--- src/rtl/wb_pkg.sv ---
// Shared types for the beta pipeline write-back stage.
//  wb_state_e : slot FSM states
//  wb_sel_e   : register-file write source
//  ZERO_REG   : hard-wired zero register (R31) at the default address width
package wb_pkg;

   typedef enum logic [1:0] {
      EMPTY    = 2'd0,
      ACTIVE   = 2'd1,
      LD_WAIT  = 2'd2,
      LD_DRAIN = 2'd3
   } wb_state_e;

   typedef enum logic [1:0] {
      WB_SEL_ALU  = 2'd0,
      WB_SEL_MEM  = 2'd1,
      WB_SEL_PC   = 2'd2,
      WB_SEL_NONE = 2'd3
   } wb_sel_e;

   localparam int RA_W_DEF = 5;
   // The zero register is always the all-ones address, whatever RA_W is.
   localparam logic [RA_W_DEF-1:0] ZERO_REG = '1;

endpackage

--- src/rtl/wb_sel_decode.sv ---
// Write-source decoder for the write-back stage (combinational).
//  op_ld, op_st, op_jump : opcode class flags from MEM
//  sel                   : write source, priority jump > ld > st > alu
//  err                   : more than one class flag set
module wb_sel_decode
   import wb_pkg::*;
(
   input  logic    op_ld,
   input  logic    op_st,
   input  logic    op_jump,
   output wb_sel_e sel,
   output logic    err
);

   always_comb begin
      sel = WB_SEL_ALU;
      if (op_jump)    sel = WB_SEL_PC;
      else if (op_ld) sel = WB_SEL_MEM;
      else if (op_st) sel = WB_SEL_NONE;
   end

   assign err = (op_ld & op_st) | (op_ld & op_jump) | (op_st & op_jump);

endmodule

--- src/rtl/wb_stage_hs.sv ---
// Handshaked write-back stage: one-instruction slot between MEM and the
// register file, with variable-latency load wait, kill, load timeout,
// forwarding port and retire counter.
//  clk, rst_n              : clock, async active-low reset
//  in_valid/in_ready       : MEM -> slot handshake (transfer when both high)
//  in_pc/ir/y/op_*         : captured instruction fields
//  in_kill                 : discard the instruction in the slot
//  mem_rd_valid/mem_rd     : load return data (used combinationally)
//  rf_we/rf_w_addr/w_data  : register-file write port
//  fwd_*                   : bypass info about the slot contents
//  ir_out                  : instruction word held in the slot
//  retire_count            : committed instructions (wraps)
//  err_ld_timeout/err_sel  : sticky error flags
//  dbg_state               : current FSM state
module wb_stage_hs
   import wb_pkg::*;
#(
   parameter int DATA_W     = 32,
   parameter int RA_W       = RA_W_DEF,
   parameter int LD_TIMEOUT = 64,
   parameter int CNT_W      = 32
) (
   input  logic              clk,
   input  logic              rst_n,
   input  logic              in_valid,
   output logic              in_ready,
   input  logic [DATA_W-1:0] in_pc,
   input  logic [DATA_W-1:0] in_ir,
   input  logic [DATA_W-1:0] in_y,
   input  logic              in_op_ld,
   input  logic              in_op_st,
   input  logic              in_op_jump,
   input  logic              in_kill,
   input  logic              mem_rd_valid,
   input  logic [DATA_W-1:0] mem_rd,
   output logic              rf_we,
   output logic [RA_W-1:0]   rf_w_addr,
   output logic [DATA_W-1:0] rf_w_data,
   output logic              fwd_valid,
   output logic              fwd_pending,
   output logic [RA_W-1:0]   fwd_addr,
   output logic [DATA_W-1:0] fwd_data,
   output logic [DATA_W-1:0] ir_out,
   output logic [CNT_W-1:0]  retire_count,
   output logic              err_ld_timeout,
   output logic              err_sel,
   output wb_state_e         dbg_state
);

   // Handshake: a transfer happens on a rising edge where in_valid and
   // in_ready are both high; in_valid must not depend on in_ready.

   localparam int TO_W = (LD_TIMEOUT > 0) ? $clog2(LD_TIMEOUT + 1) : 1;
   localparam logic [TO_W-1:0] TO_LIMIT = TO_W'(LD_TIMEOUT);

   wb_state_e         state_q, state_d;
   logic [DATA_W-1:0] pc_q, pc_d, ir_q, ir_d, y_q, y_d;
   logic              ld_q, ld_d, st_q, st_d;
   wb_sel_e           sel_q, sel_d;
   logic [TO_W-1:0]   to_cnt_q, to_cnt_d;
   logic [CNT_W-1:0]  retire_q, retire_d;
   logic              err_to_q, err_to_d, err_sel_q, err_sel_d;

   wb_sel_e           dec_sel;
   logic              dec_err;
   logic              commit, ready_c, slot_busy, writes, pending;
   logic [RA_W-1:0]   rc;
   logic [DATA_W-1:0] wdata;

   wb_sel_decode u_dec (
      .op_ld   (in_op_ld),
      .op_st   (in_op_st),
      .op_jump (in_op_jump),
      .sel     (dec_sel),
      .err     (dec_err)
   );

   assign rc        = ir_q[21 +: RA_W];
   assign slot_busy = (state_q == ACTIVE) || (state_q == LD_WAIT);
   assign writes    = !st_q && (sel_q != WB_SEL_NONE) && (rc != {RA_W{1'b1}});
   assign pending   = slot_busy && ld_q && !mem_rd_valid;

   always_comb begin
      wdata = '0;
      case (sel_q)
         WB_SEL_ALU:  wdata = y_q;
         WB_SEL_MEM:  wdata = mem_rd;
         WB_SEL_PC:   wdata = pc_q;
         default:     wdata = '0;
      endcase
   end

   always_comb begin
      state_d   = state_q;
      pc_d      = pc_q;
      ir_d      = ir_q;
      y_d       = y_q;
      ld_d      = ld_q;
      st_d      = st_q;
      sel_d     = sel_q;
      to_cnt_d  = to_cnt_q;
      retire_d  = retire_q;
      err_to_d  = err_to_q;
      err_sel_d = err_sel_q;
      commit    = 1'b0;
      ready_c   = 1'b0;

      case (state_q)
         EMPTY: ready_c = 1'b1;
         ACTIVE: begin
            if (in_kill) begin
               state_d = (ld_q && !mem_rd_valid) ? LD_DRAIN : EMPTY;
            end else if (!ld_q || mem_rd_valid) begin
               commit  = 1'b1;
               state_d = EMPTY;
            end else begin
               state_d  = LD_WAIT;
               to_cnt_d = TO_W'(1);
            end
         end
         LD_WAIT: begin
            if (in_kill) begin
               state_d = mem_rd_valid ? EMPTY : LD_DRAIN;
            end else if (mem_rd_valid) begin
               commit  = 1'b1;
               state_d = EMPTY;
            end else if (LD_TIMEOUT != 0 && to_cnt_q == TO_LIMIT) begin
               // Abort: the load may still return, so the slot stays
               // closed until LD_DRAIN swallows that late data.
               err_to_d = 1'b1;
               state_d  = LD_DRAIN;
            end else if (LD_TIMEOUT != 0) begin
               to_cnt_d = to_cnt_q + TO_W'(1);
            end
         end
         LD_DRAIN: begin
            if (mem_rd_valid) state_d = EMPTY;
         end
         default: state_d = EMPTY;
      endcase

      if (commit) begin
         retire_d = retire_q + CNT_W'(1);
         ready_c  = 1'b1;
      end

      // Accept overrides the return to EMPTY, giving back-to-back issue.
      if (in_valid && ready_c && rst_n) begin
         state_d   = ACTIVE;
         pc_d      = in_pc;
         ir_d      = in_ir;
         y_d       = in_y;
         ld_d      = in_op_ld;
         st_d      = in_op_st;
         sel_d     = dec_sel;
         to_cnt_d  = '0;
         err_sel_d = err_sel_q | dec_err;
      end
   end

   always_ff @(posedge clk or negedge rst_n) begin
      if (!rst_n) begin
         state_q   <= EMPTY;
         pc_q      <= '0;
         ir_q      <= '0;
         y_q       <= '0;
         ld_q      <= 1'b0;
         st_q      <= 1'b0;
         sel_q     <= WB_SEL_ALU;
         to_cnt_q  <= '0;
         retire_q  <= '0;
         err_to_q  <= 1'b0;
         err_sel_q <= 1'b0;
      end else begin
         state_q   <= state_d;
         pc_q      <= pc_d;
         ir_q      <= ir_d;
         y_q       <= y_d;
         ld_q      <= ld_d;
         st_q      <= st_d;
         sel_q     <= sel_d;
         to_cnt_q  <= to_cnt_d;
         retire_q  <= retire_d;
         err_to_q  <= err_to_d;
         err_sel_q <= err_sel_d;
      end
   end

   // Gated by rst_n so the stage reads as not-ready while held in reset.
   assign in_ready       = ready_c & rst_n;
   assign rf_we          = commit & writes;
   assign rf_w_addr      = rf_we ? rc : '0;
   assign rf_w_data      = rf_we ? wdata : '0;
   assign fwd_valid      = slot_busy & writes & !pending;
   assign fwd_pending    = pending;
   assign fwd_addr       = slot_busy ? rc : '0;
   assign fwd_data       = fwd_valid ? wdata : '0;
   assign ir_out         = ir_q;
   assign retire_count   = retire_q;
   assign err_ld_timeout = err_to_q;
   assign err_sel        = err_sel_q;
   assign dbg_state      = state_q;

endmodule
--- config.mk ---
export PLATFORM = sky130hd
export DESIGN_NAME = wb_stage_hs
export DESIGN_NICKNAME = d
export VERILOG_FILES = /design/src/rtl/wb_pkg.sv /design/src/rtl/wb_sel_decode.sv /design/src/rtl/wb_stage_hs.sv
export SDC_FILE = /design/constraint.sdc
export NUM_CORES = 1
export LEC_CHECK = 0
export ABC_AREA = 1
export CAP_MARGIN = 20
export CORE_MARGIN = 1
export CORE_UTILIZATION = 41
export CTS_CLUSTER_DIAMETER = 200
export DETAILED_ROUTE_END_ITERATION = 6
export GPL_ROUTABILITY_DRIVEN = 1
export PLACE_DENSITY = 0.78
export RECOVER_POWER = 25
export SYNTH_ARGS = -nofsm -noshare
export SYNTH_HDL_FRONTEND = slang
export SYNTH_HIERARCHICAL = 1
export SYNTH_SLANG_ARGS = --single-unit
--- constraint.sdc ---
create_clock -name clk -period 2.4 [get_ports clk]
set_input_delay 0.72 -clock clk [delete_from_list [all_inputs] [get_ports clk]]
set_output_delay 0.72 -clock clk [all_outputs]
set_load 0.05 [all_outputs]
==> results.py, run 1 <==
metrics = {
    "place": {
        "gp_congestion": 0.8604,
        "dpl.hpwl_um": 18920,
        "io_buffer_count": 281,
        "placed_area_um2": 12550,
        "dp_cells": 1522,
    },
    "cells_and_area": {
        "instances_no_fill": 1585,
        "final_cell_mix": "nand2_1 (339), clkdlybuf4s50_1 (163), dfrtp_1 (137)",
        "area_delta_synth_final_pct": 83.07,
        "design_area_um2": 13990,
        "seqCellArea_um2": 3586,
        "multi_input_area_um2": 4282,
        "drive_above_1_share": 0.3262,
        "finalCoreUtilization": 0.7733,
        "final_net_count": 1485,
        "layout_commonest_cell": "nand2_1",
        "num-fill-cells": 1135,
    },
    "status": {
        "outcome": "finished, violations left",
        "violations": "design-rule violations, negative setup slack",
    },
    "detailed_routing": {
        "drtAntennaViolNets": 0,
        "viasPerCell": 5.146,
        "finalWirelength_um": 28450,
        "num_vias": 8156,
        "routedWlPerCell_um": 17.95,
        "first_pass_iters": 7,
        "drtIter0Drc": 654,
        "drc": 26,
    },
    "sta": {
        "worst_slew_pin_slew_ns": 1.326,
        "relSlewSlack": 0.1162,
        "drv_slew": 0,
        "finalCritPeriodShare": 1.157,
        "finalSetupViolations": 78,
        "max_freq_ghz": 0.3602,
        "post-route-min-period_ns": 2.776,
        "fin_skew_ns": 0.01234,
        "rsz0062_at_grt": "true",
        "tns_ns": -25.03,
        "setup_slack_ns": -0.3762,
        "hold_viol": 0,
        "whs_ns": 0.4667,
    },
    "clocking": {
        "htreeDepth": 4,
        "postCtsHoldBufs": 0,
        "cts_tree": "yes",
        "clk_pin_slew_ns": 0.07,
        "cts_buffers": 17,
        "clock_latency_ns": 0.43,
        "clkSinkCount": 143,
        "ctsLongestPathBuffers": 2,
        "cts-root-buf": "clkbuf_16",
    },
    "logic_synthesis": {
        "synth_edf_count": 0,
        "ys_seq_area_frac": 0.4684,
        "syn_nets": 1115,
        "synthFlopType": "dfrtp_1",
        "netlist_area_um2": 7640,
        "async_flop_share": 1.000,
        "avgSynthCellArea_um2": 7.860,
        "synth_seq_cells": 143,
        "ys_warn_count": 6,
        "yosysUniqueCellTypes": 32,
        "syn_inst": 972,
    },
    "critical_path": {
        "crit_required_ns": 1.68,
        "crit_fanout": 8,
        "end_kind": "output pin",
        "arrival_ns": 2.06,
        "critical_path_class": "flop to output pin",
        "crit_path_start_kind": "flop",
    },
    "floorplanning": {
        "die_y_um": 138.5,
        "fp-row-count": 49,
        "fp.dieW_um": 138.5,
        "core_area_um2": 18090,
        "initial_core_util": 0.4224,
        "ios": 282,
        "dieArea_um2": 19180,
    },
    "pwr": {
        "irDropWorstVdd_mv": 1.187,
        "switching_power_uw": 8724,
        "p_seq_frac": 0.209,
        "combPwrFrac": 0.647,
        "p_leak_uw": 0.006384,
        "switching_share": 0.4644,
        "p_int_uw": 10060,
        "power_density_nw_per_um2": 1343,
        "pwr-share-clk": 0.144,
    },
    "global_route": {
        "grt_max_degree": 144,
        "antenna_found_initial": 1,
        "first_global_vias": 8255,
        "overflow": 0,
        "grt_usage": 0.2937,
        "grt_first_pass_wirelength_um": 43620,
    },
    "run": {
        "maxCapViolations": 0,
    },
    "min_path": {
        "hold_class": "flop to flop",
    },
}
layer usage:
layer | GRT usage | wire length, µm
met5 | 0 | 0
met4 | 0.1094 | 695
met1 | 0.3343 | 10900
met2 | 0.5263 | 14650
met3 | 0.07794 | 2209
sequential cells by signal (all words and copies together) (netlist names), 2 cells and up:
signal and count:
ir_out 32, pc_q 32, retire_count 32, y_q 32, to_cnt_q 7, dbg_state 2, sel_q 2
per-stage QoR:
stage          setup WS (ns)  total power [µW]
2_1_floorplan        -0.3111              9882
3_3_place_gp         -0.5129             14000
3_5_place_dp         -0.5469             14200
4_1_cts              -0.3850             17850
5_1_grt              -0.4413             19590
6_report             -0.3762             18780
worst max-delay path, cell delays in order, from the launching register on:
cell and delay, ns:
dfrtp_2 0.43, inv_4 0.06, ha_4 0.28, nand2_4 0.05, nor2_4 0.11, nand2_4 0.07
inv_4 0.08, nand2_8 0.11, buf_12 0.18, nor2_4 0.11, buf_12 0.14
cell type report:
type,instances,area share
antenna,1,0.0001789
clock buffer,17,0.03042
clock inverter,15,0.01217
inverter,79,0.02290
multi-input combinational,706,0.3061
sequential,143,0.2564
tap,229,0.02049
timing repair buffer,395,0.3513
synthesized netlist by cell type (11+ instances only):
master    number  share of area
o21ai_0       11         0.0072
nor2_1       160          0.079
nand4_1       11         0.0090
nand2_1      345           0.17
inv_1         77          0.038
o21ai_2       36          0.041
dfrtp_1      143           0.47
buf_6         13          0.019
a221oi_1      32          0.037
nand2_2       33          0.027
buf_2         14         0.0092
xor2_1        11          0.013
nand3_1       20          0.013
clkbuf_1      11         0.0054
path summary, 6_finish.rpt:
check / startpoint / end / slack [ns] / depth (start not counted)
max in group asynchronous: rst_n / ir_out[22] / 0.60 / 2
setup reg to reg: dbg_state[0] / y_q[0] / 0.14 / 14
hold reg to reg: err_sel / err_sel / 0.47 / 1
hold / removal: err_sel / err_sel / 0.47 / 1
min in group asynchronous: rst_n / retire_count[0] / 0.83 / 2
setup / recovery: dbg_state[0] / rf_w_data[21] / -0.38 / 10
power by group through the flow:
stage                     combinational, µW  clock, µW  sequential, µW
after floorplan                        5000          0            4880
after global placement                10200          0            3820
after detailed placement              10300          0            3850
after CTS                             11300       2730            3860
after global routing                  12700       2830            4030
final                                 12100       2700            3930
cells by family after synthesis:
group / share of synthesized area
adders and majority gates: 0.01146
xor gates and xnor gates: 0.02293
AOI/OAI and AO/OA: 0.09483
DFF: 0.4684
buffers and inverters: 0.08664
and+or+nand+nor: 0.3158
repair_timing:
item | in CTS | in global routing
gates resized for setup | 88 | 44
pin swaps | 21 | 14
setup endpoints to repair | 99 | 88
cloned | 7 | 6
setup buffers | 11 | 8
Note: power is estimated with default switching activity, not from simulation.
==> inputs of run 2 (changes only) <==
==> constraint.sdc (replaced) <==
create_clock -name clk -period 2.4 [get_ports clk]
set_input_delay 0.72 -clock clk [delete_from_list [all_inputs] [get_ports clk]]
set_output_delay 0.72 -clock clk [all_outputs]
set_load 0.02 [all_outputs]
==> run 2 against run 1 <==
  * The flow finishes with violations (design-rule violations, max-capacitance violations, max-slew violations, negative setup slack)
  * Worst setup slack got worse by 0.029 ns
  * Hold slack better by 0.0054 ns
  * Clock skew decreased by 0.0028 ns
  * Cell area fell by 3.7%
  * Final cell count grew 1.6%
  * Die area did not move
  * Clock power down 1%
  * Largest power group unchanged
==> results.py, run 2 (synthesis results as in run 1) <==
metrics = {
    "status": {
        "outcome": "finished, violations left",
        "violations": "design-rule violations, max-capacitance violations, max-slew violations, negative setup slack",
    },
    "clocking": {
        "cts_tree": "yes",
        "ctsLongestPathBuffers": 2,
        "cts_buffers": 17,
        "clock_latency_ns": 0.43,
        "htreeDepth": 4,
        "postCtsHoldBufs": 0,
        "clk_pin_slew_ns": 0.06,
        "cts-root-buf": "clkbuf_16",
        "clkSinkCount": 143,
    },
    "critical_path": {
        "r2r_setup_slack_ns": 0.15,
        "crit_buf_inv": 7,
        "crit_path_start_kind": "flop",
        "cp_top_family": "buffers and inverters",
        "crit_chain": "inv_2, buf_6, nor2_4, buf_12, buf_12, buf_4, a221oi_2, buf_4, nor2_4, buf_6",
        "slowest_delay_ns": 0.41,
        "slowest_stage": "dfrtp_1",
        "crit_required_ns": 1.68,
        "end_kind": "output pin",
        "arrival_ns": 2.09,
        "critical_path_class": "flop to output pin",
        "crit_fanout": 9,
    },
    "sta": {
        "finalCritPeriodShare": 1.169,
        "post-route-min-period_ns": 2.805,
        "relSlewSlack": -0.2464,
        "max_freq_ghz": 0.3564,
        "hold_viol": 0,
        "finalSetupViolations": 78,
        "drv_slew": 144,
        "rsz0062_at_grt": "true",
        "worst_slew_pin_slew_ns": 1.870,
        "fin_skew_ns": 0.009507,
        "whs_ns": 0.4721,
        "tns_ns": -23.71,
        "setup_slack_ns": -0.4055,
    },
    "cells_and_area": {
        "instances_no_fill": 1610,
        "area_delta_synth_final_pct": 76.24,
        "num-fill-cells": 1107,
        "drive_above_1_share": 0.3362,
        "final_net_count": 1511,
        "layout_commonest_cell": "nand2_1",
        "design_area_um2": 13460,
        "final_cell_mix": "nand2_1 (338), clkdlybuf4s50_1 (199), dfrtp_1 (141)",
    },
    "global_route": {
        "overflow": 0,
        "grt_max_degree": 144,
        "grt_first_pass_wirelength_um": 44860,
        "first_global_vias": 8582,
        "grt_usage": 0.3050,
        "antenna_found_initial": 1,
    },
    "pwr": {
        "p_leak_uw": 0.006063,
        "power_density_nw_per_um2": 1302,
        "irDropWorstVdd_mv": 0.8619,
    },
    "place": {
        "dp_cells": 1531,
        "dpl.hpwl_um": 18620,
        "io_buffer_count": 281,
        "gp_congestion": 0.9130,
        "placed_area_um2": 11570,
    },
    "floorplanning": {
        "fp.dieW_um": 138.5,
        "dieArea_um2": 19180,
        "core_area_um2": 18090,
        "ios": 282,
        "fp-row-count": 49,
        "initial_core_util": 0.4224,
        "die_y_um": 138.5,
    },
    "detailed_routing": {
        "drtIter0Drc": 631,
        "drc": 24,
        "drtAntennaViolNets": 0,
        "viasPerCell": 5.357,
        "num_vias": 8625,
        "finalWirelength_um": 31800,
        "routedWlPerCell_um": 19.75,
        "first_pass_iters": 7,
    },
    "min_path": {
        "hold_class": "flop to flop",
    },
    "run": {
        "maxCapViolations": 1,
    },
}
[run 2: changes by cell type in the layout (fill, tap and decap cells not counted), sizes merged, moves of 2 or more]
cell	previous run	this run
dlymetal6s2s	10	0
clkbuf	22	20
buf	189	217
clkinvlp	3	6
clkdlybuf4s50	163	199
inv	85	80
dlygate4sd2	28	3
[run 2: routing by layer]
layer	vias up	track usage	share of wire
met3	156	0.08001	0.085
met1	4110	0.3358	0.35
met5	-	0	0
met4	0	0.2028	0.071
li1	3855	-	-
met2	504	0.5204	0.49
[run 2: power breakdown]
| part | internal [µW] | switching, µW |
|---|---|---|
| combinational | 5170 | 5710 |
| clock | 1550 | 1110 |
| sequential | 3320 | 666 |
[run 2: stage by stage]
stage	power [µW]	util	setup WS [ns]
4_1_cts	16230	0.7251	-0.3722
3_5_place_dp	11500	0.6399	-1.010
5_1_grt	18170	0.7444	-0.4667
3_3_place_gp	11370	0.6399	-0.9839
2_1_floorplan	7737	-	-0.07984
6_report	17530	0.7444	-0.4055
[run 2: cell type report]
class                   count  area, µm²  share of cell area
diodes                      1      2.502           0.0001859
clock buffers              18      439.2             0.03262
clock inverters            13      141.4             0.01050
inverters                  79      306.5             0.02277
multi-input cells         706       4248              0.3155
flip-flops and latches    143       3581              0.2660
well taps                 229      286.5             0.02128
repair buffers            421       4459              0.3312
[run 2: repair_timing]
action                                  4_1_cts  5_1_grt
gates resized for setup                     540       85
setup buffers                                31        8
endpoints found under the setup margin       77       77
pin swaps                                    33       16
gates cloned                                  7        1
[run 2: worst paths after layout]
check	to	cells after the start	start
max in group asynchronous	dbg_state[0]	2	rst_n
min in group asynchronous	retire_count[9]	2	rst_n
max reg2reg	y_q[14]	13	dbg_state[1]
min reg2reg	err_ld_timeout	1	err_ld_timeout
max	fwd_data[22]	10	sel_q[1]
min	err_ld_timeout	1	err_ld_timeout
==> inputs of run 3 (changes only) <==
- clock period: 2.4 -> 2.5 ns (I/O delays scaled with it)
==> run 3 against run 2 <==
  * The run ends with design-rule violations, negative setup slack left
  * Sequential share of layout area rose by 2.0 points
  * Worst setup slack got worse by 0.096 ns
  * Power fell by 19%
  * Final cell count fell by 1.7%
  * First-iteration DRC count fell by 20%
  * Register-to-register slack improved by 0.14 ns
==> results.py, run 3 (synthesis results as in run 1) <==
metrics = {
    "detailed_routing": {
        "first_pass_iters": 7,
        "drtAntennaViolNets": 0,
        "finalWirelength_um": 27970,
        "viasPerCell": 5.165,
        "drtIter0Drc": 505,
        "routedWlPerCell_um": 17.68,
        "num_vias": 8171,
        "drc": 21,
    },
    "critical_path": {
        "rr_worst_depth": 13,
        "end_kind": "output pin",
        "reg2reg_from": "dbg_state[0]",
        "crit_required_ns": 1.75,
        "crit_path_start": "dbg_state[0]",
        "r2r_setup_slack_ns": 0.29,
        "critical_path_class": "flop to output pin",
        "arrival_ns": 2.25,
        "crit_path_start_kind": "flop",
        "crit_fanout": 6,
        "r2r_end": "y_q[2]",
    },
    "min_path": {
        "whs_path_depth": 2,
        "hold_class": "flop to flop",
        "hp-start": "ir_out[9]",
        "holdPathEnd": "ir_out[9]",
    },
    "sta": {
        "finalSetupViolations": 76,
        "relSlewSlack": 0.4517,
        "post-route-min-period_ns": 3.002,
        "setup_slack_ns": -0.5019,
        "finalCritPeriodShare": 1.201,
        "tns_ns": -23.88,
        "fin_skew_ns": 0.01638,
        "drv_slew": 0,
        "worst_slew_pin_slew_ns": 0.8224,
        "rsz0062_at_grt": "true",
        "hold_viol": 0,
        "max_freq_ghz": 0.3331,
    },
    "cells_and_area": {
        "area_delta_synth_final_pct": 64.05,
        "drive_above_1_share": 0.2654,
        "final_cell_mix": "nand2_1 (343), clkdlybuf4s50_1 (200), dfrtp_1 (141)",
        "finalCoreUtilization": 0.6930,
        "final_net_count": 1479,
        "num-fill-cells": 1411,
        "layout_commonest_cell": "nand2_1",
    },
    "clocking": {
        "ctsLongestPathBuffers": 2,
        "clock_latency_ns": 0.42,
        "postCtsHoldBufs": 0,
        "clk_pin_slew_ns": 0.07,
        "cts-root-buf": "clkbuf_16",
        "htreeDepth": 4,
        "clkSinkCount": 143,
        "cts_buffers": 17,
        "cts_tree": "yes",
    },
    "floorplanning": {
        "ios": 282,
        "fp-row-count": 49,
        "core_area_um2": 18090,
        "die_y_um": 138.5,
        "fp.dieW_um": 138.5,
        "initial_core_util": 0.4224,
        "dieArea_um2": 19180,
    },
    "status": {
        "violations": "design-rule violations, negative setup slack",
        "outcome": "finished, violations left",
    },
    "global_route": {
        "first_global_vias": 8271,
        "grt_first_pass_wirelength_um": 43730,
        "overflow": 0,
        "grt_max_degree": 145,
        "antenna_found_initial": 4,
        "grt_usage": 0.2942,
    },
    "pwr": {
        "power_density_nw_per_um2": 1137,
        "irDropWorstVdd_mv": 0.7746,
        "p_leak_uw": 0.005768,
    },
    "place": {
        "io_buffer_count": 281,
        "dpl.hpwl_um": 18640,
        "dp_slack_ns": -0.9180,
        "gp_congestion": 0.9151,
    },
    "run": {
        "maxCapViolations": 0,
    },
}
## run 3: cell types whose count changed in the layout (fill, tap and decap cells not counted), sizes merged, moves of 2 or more
cell	before	now
clkdlybuf4s15	0	5
diode	1	4
clkinvlp	6	3
buf	217	179
clkinv	4	6
## run 3: layout make-up
type                    instances  area, µm²  area share
repair buffers                389       3900      0.3112
multi-input cells             706       3824      0.3051
flip-flops and latches        143       3581      0.2857
clock buffers                  18      439.2     0.03504
inverters                      79      311.5     0.02486
well taps                     229      286.5     0.02286
clock inverters                14      181.4     0.01448
diodes                          4      10.01   0.0007986
## run 3: metrics by stage
stage          instance area [µm²]  hold slack, ns  power [µW]  cells
3_5_place_dp                 11380          0.4546       10780   1521
2_1_floorplan                 7908          0.4491        7391    972
5_1_grt                      12530          0.4971       14970   1582
6_report                     12530          0.4796       14250   1582
4_1_cts                      12480          0.4758       14040   1574
3_3_place_gp                 11380          0.4433       10680   1521
## run 3: timing repair
action,4_1_cts,5_1_grt
setup buffers,16,8
endpoints found under the setup margin,78,77
hold endpoints to repair,0,0
gates resized for setup,465,18
pin swaps,18,11
cloned,5,0
## run 3: worst max-delay path by stage
stage               endpoint  slack, ns
3_3_place_gp   rf_w_data[31]      -0.89
3_5_place_dp   rf_w_data[29]      -0.92
4_1_cts         rf_w_data[7]      -0.45
6_report        rf_w_data[7]      -0.50
5_1_grt        rf_w_data[14]      -0.58
2_1_floorplan   rf_w_data[0]      -0.02
## run 3: routing by layer
layer | GRT usage | share of wire | wire length [µm]
met5 | 0 | 0 | 0
met4 | 0.1668 | 0.059 | 1658
met3 | 0.06962 | 0.078 | 2181
met2 | 0.4948 | 0.49 | 13610
met1 | 0.3461 | 0.38 | 10530
## run 3: power breakdown
part	switching [µW]	total, µW	internal [µW]
logic	4340	7870	3530
registers	524	3710	3190
clock network	1060	2670	1610
## run 3: worst max-delay path, cell delays in order (launching register included)
cell	delay (ns)
dfrtp_2	0.44
inv_4	0.06
ha_4	0.27
nand2_4	0.05
nor2_4	0.14
nand2_4	0.08
inv_4	0.08
nand2_8	0.09
buf_12	0.15
buf_16	0.13
buf_6	0.11
nor2_4	0.10
buf_6	0.12
